--- config.mk ---
export PLATFORM = sky130hd
export DESIGN_NAME = rs_encoder
export DESIGN_NICKNAME = d
export VERILOG_FILES = /design/src/rtl/rs_encoder.sv
export SDC_FILE = /design/constraint.sdc
export NUM_CORES = 1
export LEC_CHECK = 0
export BUFFER_PORTS_ARGS = -buffer_cell sky130_fd_sc_hd__buf_2
export CAP_MARGIN = 20
export CORE_MARGIN = 2
export CORE_UTILIZATION = 41
export CTS_CLUSTER_SIZE = 14
export DETAILED_ROUTE_END_ITERATION = 8
export SLEW_MARGIN = 0
export SYNTH_ARGS = -nofsm -noshare
export SYNTH_HDL_FRONTEND = slang
export SYNTH_SLANG_ARGS = --single-unit
--- constraint.sdc ---
create_clock -name clk -period 4.6 [get_ports clk]
set_input_delay 1.38 -clock clk [delete_from_list [all_inputs] [get_ports clk]]
set_output_delay 1.38 -clock clk [all_outputs]
set_load 0.01 [all_outputs]
--- src/rtl/rs_encoder.sv ---
// rs_encoder: symbol-serial systematic RS(7,5) encoder over GF(8)
//   (primitive polynomial x^3+x+1, generator g(x) = x^2 + a^4*x + a^3).
//
// Symbol bit [2] holds the a^0 coefficient, bit [1] a^1, bit [0] a^2.
// Five message symbols (m4 first) are accepted on in_valid/in_ready and
// streamed straight through. The two parity symbols p1, p0 follow.
// The full 21-bit codeword {m4..m0,p1,p0} is also assembled in parallel.
//
// Ports:
//   clk            rising-edge clock
//   reset          asynchronous, active-high; clears all state
//   in_valid       in_symbol is valid
//   in_ready       encoder accepts in_symbol this cycle (no path from in_valid)
//   in_symbol      message symbol, m4 first
//   out_valid      out_symbol is valid
//   out_ready      downstream accepts out_symbol this cycle
//   out_symbol     codeword symbol, order m4..m0, p1, p0
//   out_last       high while p0 is presented
//   codeword       assembled codeword, m4 at [20:18], p0 at [2:0]
//   codeword_valid one-cycle pulse when codeword is complete
//   busy           message partially accepted or parity pending
module rs_encoder #(
  parameter int N            = 7,
  parameter int K            = 5,
  parameter int SYMBOL_WIDTH = 3
) (
  input  logic                        clk,
  input  logic                        reset,
  input  logic                        in_valid,
  output logic                        in_ready,
  input  logic [SYMBOL_WIDTH-1:0]     in_symbol,
  output logic                        out_valid,
  input  logic                        out_ready,
  output logic [SYMBOL_WIDTH-1:0]     out_symbol,
  output logic                        out_last,
  output logic [N*SYMBOL_WIDTH-1:0]   codeword,
  output logic                        codeword_valid,
  output logic                        busy
);

  localparam int CNT_W = $clog2(K + 1);

  typedef enum logic [1:0] {
    MSG  = 2'd0,
    PAR1 = 2'd1,
    PAR0 = 2'd2
  } state_t;

  // Multiply by a: c0 + c1*a + c2*a^2 -> c2 + (c0^c2)*a + c1*a^2.
  function automatic logic [2:0] gf_mul_a(input logic [2:0] b);
    return {b[0], b[2] ^ b[0], b[1]};
  endfunction

  function automatic logic [2:0] gf_mul_a3(input logic [2:0] b);
    return gf_mul_a(gf_mul_a(gf_mul_a(b)));
  endfunction

  function automatic logic [2:0] gf_mul_a4(input logic [2:0] b);
    return gf_mul_a(gf_mul_a3(b));
  endfunction

  state_t                    state_p0, state_n;
  logic [CNT_W-1:0]          cnt_p0, cnt_n;
  logic [SYMBOL_WIDTH-1:0]   r1_p0, r1_n;
  logic [SYMBOL_WIDTH-1:0]   r0_p0, r0_n;
  logic [SYMBOL_WIDTH-1:0]   fb;
  logic [SYMBOL_WIDTH-1:0]   load_sym;
  logic                      out_free;
  logic                      accept;
  logic                      load;
  logic                      load_last;
  logic                      cw_pulse;

  assign out_free = !out_valid || out_ready;
  assign in_ready = (state_p0 == MSG) && out_free;
  assign busy     = (cnt_p0 != '0) || (state_p0 != MSG);

  always_comb begin
    state_n   = state_p0;
    cnt_n     = cnt_p0;
    r1_n      = r1_p0;
    r0_n      = r0_p0;
    load      = 1'b0;
    load_sym  = out_symbol;
    load_last = 1'b0;
    cw_pulse  = 1'b0;
    accept    = in_valid && (state_p0 == MSG) && out_free;
    fb        = in_symbol ^ r1_p0;

    case (state_p0)
      MSG: begin
        if (accept) begin
          load     = 1'b1;
          load_sym = in_symbol;
          r1_n     = r0_p0 ^ gf_mul_a4(fb);
          r0_n     = gf_mul_a3(fb);
          cnt_n    = cnt_p0 + CNT_W'(1);
          if (cnt_p0 == CNT_W'(K - 1)) state_n = PAR1;
        end
      end
      PAR1: begin
        if (out_free) begin
          load     = 1'b1;
          load_sym = r1_p0;
          state_n  = PAR0;
        end
      end
      PAR0: begin
        if (out_free) begin
          load      = 1'b1;
          load_sym  = r0_p0;
          load_last = 1'b1;
          cw_pulse  = 1'b1;
          r1_n      = '0;
          r0_n      = '0;
          cnt_n     = '0;
          state_n   = MSG;
        end
      end
      default: state_n = MSG;
    endcase
  end

  // Stage p0: LFSR, control and output register
  always_ff @(posedge clk or posedge reset) begin
    if (reset) begin
      state_p0       <= MSG;
      cnt_p0         <= '0;
      r1_p0          <= '0;
      r0_p0          <= '0;
      out_valid      <= 1'b0;
      out_last       <= 1'b0;
      out_symbol     <= '0;
      codeword       <= '0;
      codeword_valid <= 1'b0;
    end else begin
      state_p0       <= state_n;
      cnt_p0         <= cnt_n;
      r1_p0          <= r1_n;
      r0_p0          <= r0_n;
      codeword_valid <= cw_pulse;
      if (load) begin
        out_valid  <= 1'b1;
        out_last   <= load_last;
        out_symbol <= load_sym;
        codeword   <= {codeword[N*SYMBOL_WIDTH-SYMBOL_WIDTH-1:0], load_sym};
      end else if (out_ready) begin
        out_valid <= 1'b0;
        out_last  <= 1'b0;
      end
    end
  end

endmodule

### Yosys cells after proc, flatten, opt, wreduce, memory -nomap -nowiden

Cells that the tools add are included.

* flip-flop bits (word level): 38

* add/subtract/negate cells: 1
* reductions and logical operators: 14
* multiplexer cells: 23
* bitwise operators: 6
* equality and inequality tests: 7

Operator list (number)
* $mux W3: 7
* $pmux W3 S2: 3
* $pmux W3 S3: 1
* $mux W2: 4
* $mux W1: 6
* $ne A2 B2 Y1 const B: 3
* $pmux W2 S3: 1
* $reduce_bool A2 Y1: 3
* $xor A3 B3 Y3: 2
* $reduce_and A4 Y1: 1
* $xor A1 B1 Y1: 4
* $add A3 B1 Y3 const B: 1
* $eq A3 B3 Y1 const B: 1
* $logic_and A1 B1 Y1: 3
* $reduce_and A3 Y1: 1
* $reduce_bool A3 Y1: 1
* $eq A2 B1 Y1 const B: 1
* $eq A2 B2 Y1 const B: 1
* $logic_not A2 Y1: 1
* $logic_or A1 B1 Y1: 2
* $ne A2 B1 Y1 const B: 1
* $pmux W1 S2: 1
* $reduce_or A2 Y1: 1
* $logic_not A1 Y1: 1

### Depth between registers and ports, before layout

Gate-level depths: netlist (run 1).

* word-level depth: 6
* mapped depth: 8
* gate-level depth less buffers: 6

### Worst setup path after synthesis (run 1)

Ideal clock, no wire load.

* kind: in2out
* start: input port out_ready
* end: output port in_ready
* path buffers: 1
* cell stages on the path: 3
* data arrival time: 1748 ps
* slack: 1472 ps
* cell sequence: nor2b_1 buf_2 nor2_1

* cells in the longest elaborated chain, start to end: 2

Ends and longest elaborated chain
* start: declaration: RTL line 33 `input logic out_ready,`
* $logic_or A1 B1 Y1: RTL line 74 `assign out_free = !out_valid || out_ready;`
* $logic_and A1 B1 Y1: RTL line 75 `assign in_ready = (state_p0 == MSG) && out_free;`
* end: declaration: RTL line 30 `output logic in_ready,`

Every way passes these cells.

### Final worst setup path (run 1)

Ends and elaborated chain as after synthesis.

==> results of run 1 <==
through the flow:
| stage | setup slack [ns] | cell area, um2 |
|---|---|---|
| CTS | 1.26 | 2030 |
| global placement | 1.27 | 1950 |
| floorplan | 1.47 | 1740 |
| global route | 1.19 | 2030 |
| finish | 1.26 | 2030 |
| detailed placement | 1.26 | 1950 |
placed cells by master, fill, tap and decap left out, types with 2 or more instances in the layout:
cell type and instances:
a22oi_1 2, nor3_1 3, buf_4 4, nand2_1 66, dfrtp_1 35, clkbuf_8 6, a31oi_1 2, a221o_1 2
ha_1 6, nand3b_1 2, inv_1 7, o21ai_0 7, xor2_1 3, buf_2 35, mux2_2 3, a21oi_1 4
nor2b_1 3, nor2_1 4, xnor2_1 5, a22o_1 2, nand3_1 2
final cells by class:
| type | instances | area [um2] |
|---|---|---|
| Sequential cell | 35 | 876 |
| Clock buffer | 6 | 82.6 |
| Clock inverter | 1 | 5.00 |
| Tap cell | 50 | 62.6 |
| Inverter | 7 | 26.3 |
| Fill cell | 392 | 2000 |
| Multi-Input combinational cell | 132 | 776 |
| Timing Repair Buffer | 39 | 205 |
path summary, 6_finish.rpt:
check / startpoint / to / slack [ns] / cells past startpoint
min in group asynchronous: reset / codeword[20]$_DFFE_PP0P_ / 1.26 / 2
max in group asynchronous: reset / codeword[13]$_DFFE_PP0P_ / 2.63 / 3
worst min register to register: codeword[20]$_DFFE_PP0P_ / codeword[20]$_DFFE_PP0P_ / 0.48 / 2
worst min-delay path: codeword[20]$_DFFE_PP0P_ / codeword[20]$_DFFE_PP0P_ / 0.48 / 2
worst max register to register: state_p0[0]$_DFFE_PP0P_ / register / 2.43 / 5
worst max-delay path: out_ready / in_ready / 1.26 / 5
layer usage:
metal  routed length (um)  vias to the layer above  track usage [%]
li1                     -                      674                -
met1                 1660                      628             21.8
met2                 1530                       29             23.8
met3                  139                        6             3.80
met4                   47                        0             7.19
met5                    0                        -                0
worst reg2reg max path, delay by kind of cell (launching register included):
kind,cells,cell delay (ns)
adder cells (fa/ha/maj),1,0.41
AND/OR/NAND/NOR,1,0.54
AO/OA/AOI/OAI,2,0.58
buffers and inverters,1,0.10
flip-flops,1,0.43
cell families after synthesis:
kind of cell	synth area share [%]
and+or+nand+nor	22.1
DFF	50.5
AOI/OAI and AO/OA	9.08
buffers and inverters	5.12
xor gates and xnor gates	6.34
adders and majority gates	4.33
muxes	2.52
synthesized netlist by cell type, types with 2 or more instances:
master,instances
buf_4,3
nand3_1,2
dfrtp_1,35
mux2_2,3
nand2_1,66
xnor2_1,5
a221o_1,2
ha_1,6
a22o_1,2
a22oi_1,2
nor3_1,4
buf_2,8
a31oi_1,2
nand3b_1,2
inv_1,7
a21oi_1,4
xor2_1,3
o21ai_0,7
nor2_1,4
nor2b_1,3
registers in the layout, summed over array words and instances (netlist names), named ones only:
| name | flops |
|---|---|
| r0_p0 | 3 |
| codeword | 18 |
| codeword_valid | 1 |
| out_valid | 1 |
| out_last | 1 |
| state_p0 | 2 |
| cnt_p0 | 3 |
| r1_p0 | 3 |
power groups by stage:
| stage | clock network (mW) | logic (mW) | registers [mW] |
|---|---|---|---|
| floorplan | 0 | 0.544 | 0.586 |
| CTS | 0.232 | 0.786 | 0.554 |
| global placement | 0 | 0.774 | 0.560 |
| finish | 0.223 | 0.772 | 0.553 |
| detailed placement | 0 | 0.785 | 0.560 |
| global route | 0.244 | 0.886 | 0.577 |
==> metrics.csv, run 1 <==
metric,value,unit
status,completed,
whs,0.477,ns
syn-num-nets,198,
cp_cell_sequence,"buf_2, nor2b_1, buf_4, nor2_1, buf_2",
core,0.00403,mm2
initial_core_util,43.1,%
postCtsHoldBufs,0,
rsz0062_at_grt,no,
dieArea,0.00477,mm2
worstSetupPathType,in -> out,
instances_no_fill,270,
drcViolationCount,0,
pwr-share-comb,49.9,%
clock_latency,0.28,ns
grt-ovfl-total,0,
holdCritPathClass,reg -> reg,
cp_slowest_cell,buf_4,
clockRootBuffer,clkbuf_8,
synth_cell_types,35,
diodes,0,
syn_avg_cell_area,9.38,um2
cts_setup_buffers,0,
synth_seq_cells,35,
grt_pass1_wl,6.15,mm
cp-start-kind,input pin,
setup_viol,0,
yosysTopAreaCellShare,50.5,%
critical_path_arrival,1.96,ns
dp_hpwl,2.45,mm
grt_max_degree,23,
intPower,0.893,mW
cts_max_level,2,
track_usage,15.9,%
tns,0,ns
yosysWarnings,0,
final_util,50.5,%
drt-initial-drc-count,71,
synth_flop_cell,dfrtp_1,
globalplace.congestion,0.835,
post_cts_resized,0,
p_seq_share,35.7,%
drv_cap,0,
end_kind,output pin,
finalClockSkew,0.00269,ns
cts_tree,yes,
fin_crit_sh,72.6,%
power.total,1.55,mW
peakVddDrop,290,uV
row_count,23,
ys_async_sr_fraction,100,%
post-route-min-period,3.34,ns
yosys-top-cells-area,"dfrtp_1 (50%), nand2_1 (14%), ha_1 (4.3%)",
routedWlPerCell,12.5,um
p_sw_share,42.3,%
die_w,69.1,um
final_antenna_net_count,0,
yosysSeqAreaShare,50.5,%
fin_nets,233,
areaGrowthSynthToFinish,17.2,%
clock-sinks,35,
cpMostUsedCell,buf_2,
leakage,1.08,nW
cp.required,3.22,ns
clock.fmax,0.300,GHz
drtPass1Iterations,4,
switchingPower,0.655,mW
io_buffers,35,
crit_path_max_fanout,11,
finalHoldViolCount,0,
slowest_delay,0.18,ns
drive_gt1_share,23.6,%
antenna_found_initial,0,
finalWirelength,3.38,mm
worst_slew_pin_slew,0.859,ns
grt_pass1_vias,1314,
syn_inst,185,
p_per_area,762,mW/mm2
num_vias,1337,
critPathBufInv,3,
die_h,69.1,um
synth_edf_count,0,
viasPerCell,4.95,
cts_buffers,5,
cp_top_family,buffers and inverters,
dpl.cell_count,263,
synth_area,0.00174,mm2
clk_path_buf_depth,2,
clock_power_share,14.4,%
ios,36,
relSlewSlack,42.7,%
drv_slew,0,
clk_pin_slew,0.07,ns
synth_area_leader_cell,dfrtp_1,
Note: power is estimated with default switching activity, not from simulation.
==> inputs of run 2 (changes only) <==
==> constraint.sdc (replaced) <==
create_clock -name clk -period 3.5 [get_ports clk]
set_input_delay 1.05 -clock clk [delete_from_list [all_inputs] [get_ports clk]]
set_output_delay 1.05 -clock clk [all_outputs]
set_load 0.01 [all_outputs]
==> run 2 against run 1 <==
Via count fell by 1.3%. Sequential share of layout area fell by 0.39 points. Combinational power rose by 32%. Wire length rose by 0.21%. Clock power rose by 60%. Hold slack got worse by 0.0018 ns. Core utilization rose by 0.47 points.
==> metrics.csv, run 2 (same netlist as run 1, synthesis figures left out) <==
metric,value,unit
post-route-min-period,2.68,ns
worstSetupPathType,in -> out,
cp_top_family,buffers and inverters,
grt_busiest_layer,met2,
io_buffers,35,
design_area,0.00205,mm2
core,0.00403,mm2
initial_core_util,43.1,%
drt-initial-drc-count,48,
grt_util_met2,22.4,%
drive_gt1_share,23.6,%
track_usage,15.7,%
die_h,69.1,um
critPathBufInv,3,
multi_input_area,776,um2
grt_max_degree,36,
p_sw_share,41.6,%
clock_power_share,17.0,%
critical_path.startpoint,out_ready,
globalplace.congestion,0.892,
hold_path_startpoint,codeword[20]$_DFFE_PP0P_,
final_util,50.9,%
use_met3,4.97,%
critical_path_arrival,1.63,ns
regMostFlops,codeword,
seq_area,876,um2
row_count,23,
areaGrowthSynthToFinish,18.2,%
cpMostUsedCell,buf_2,
die_w,69.1,um
crit_path_max_fanout,11,
finalClockSkew,0.00633,ns
switchingPower,0.875,mW
crit_end,in_ready,
grt-ovfl-total,0,
dp_hpwl,2.37,mm
final_common_cell,nand2_1,
leakage,1.09,nW
placed_cell_area,0.00195,mm2
diodes,0,
cts_tree,yes,
end_kind,output pin,
viasPerCell,4.89,
drv_cap,0,
clock-sinks,35,
cp_cell_sequence,"buf_2, nor2b_1, buf_4, nor2_1, buf_2",
worst_slew_pin_slew,0.437,ns
cts_setup_buffers,0,
tns,0,ns
dieArea,0.00477,mm2
p_seq_share,34.6,%
clockRootBuffer,clkbuf_8,
intPower,1.23,mW
drv_slew,0,
r2r_cells,6,
cp-start-kind,input pin,
status,completed,
drcViolationCount,0,
clk_pin_slew,0.07,ns
postCtsHoldBufs,0,
antenna_found_initial,0,
cts_max_level,2,
cp_slowest_cell,buf_4,
routedWlPerCell,12.5,um
post_cts_resized,0,
num_vias,1319,
grt_pass1_wl,5.94,mm
reg2reg_slack,1.22,ns
relSlewSlack,70.9,%
grt_pass1_vias,1259,
nFillCells,406,
pwr-share-comb,48.4,%
drtPass1Iterations,4,
fin_crit_sh,76.5,%
dp_slack,0.818,ns
holdCritPathClass,reg -> reg,
worst-path-stages,5,
slowest_delay,0.18,ns
largest_register_ffs,18,
clock_latency,0.29,ns
final_antenna_net_count,0,
layout_setup_ws,0.824,ns
clock.fmax,0.374,GHz
mostFrequentLayoutCells,"nand2_1 (66), dfrtp_1 (35), buf_2 (35)",
r2r-start,state_p0[1]$_DFFE_PP0P_,
fin_nets,233,
clk_path_buf_depth,2,
cp.required,2.45,ns
grt_use_met1,21.6,%
peakVddDrop,369,uV
cts_buffers,5,
ios,36,
p_per_area,1020,mW/mm2
rsz0062_at_grt,no,
setup_viol,0,
finalHoldViolCount,0,
finalWirelength,3.39,mm
run 2: cell count changes in the layout (fill, tap and decap cells not counted), sizes merged:
cell,delta
bufinv,+1
clkbuf,-1
clkinv,-1
clkinvlp,+1
run 2: routing by layer:
| metal | vias to the layer above | wire [um] |
|---|---|---|
| li1 | 674 | - |
| met5 | - | 0 |
| met1 | 614 | 1680 |
| met2 | 25 | 1490 |
| met3 | 6 | 148 |
| met4 | 0 | 68 |
run 2: power groups by stage:
| stage | Clock, mW | Sequential, mW | Combinational, mW |
|---|---|---|---|
| 4_1_cts | 0.370 | 0.731 | 1.03 |
| 3_3_place_gp | 0 | 0.738 | 1.02 |
| 5_1_grt | 0.385 | 0.758 | 1.16 |
| 3_5_place_dp | 0 | 0.738 | 1.03 |
| 6_report | 0.357 | 0.728 | 1.02 |
| 2_1_floorplan | 0 | 0.770 | 0.715 |
run 2: area by class of cell:
| class | instances | share of cell area, % |
|---|---|---|
| timing repair buffer | 39 | 10.0 |
| sequential | 35 | 42.7 |
| inverter | 7 | 1.28 |
| multi-input combinational | 132 | 37.8 |
| clock buffer | 5 | 3.35 |
| tap | 50 | 3.05 |
| clock inverter | 2 | 1.83 |
run 2: worst min-delay path by stage:
stage	to	slack, ns	depth (start not counted)
after floorplan	cnt_p0[1]$_DFFE_PP0P_	0.48	2
after global placement	codeword[18]$_DFFE_PP0P_	0.47	2
after detailed placement	codeword[20]$_DFFE_PP0P_	0.47	2
after CTS	codeword[20]$_DFFE_PP0P_	0.49	2
after global routing	codeword[19]$_DFFE_PP0P_	0.50	2
final	codeword[20]$_DFFE_PP0P_	0.48	2
run 2: stage by stage:
| stage | hold WS, ns | instances | power (mW) |
|---|---|---|---|
| finish | 0.475 | 270 | 2.10 |
| global route | 0.499 | 270 | 2.30 |
| CTS | 0.486 | 270 | 2.13 |
| detailed placement | 0.467 | 263 | 1.77 |
| global placement | 0.469 | 263 | 1.75 |
| floorplan | 0.475 | 185 | 1.48 |
run 2: worst register-to-register path, cell delays in order, from the launching register on:
cell	delay (ns)
dfrtp_1	0.42
inv_1	0.10
ha_1	0.41
a21oi_1	0.15
or3_1	0.48
buf_4	0.25
a221o_1	0.35
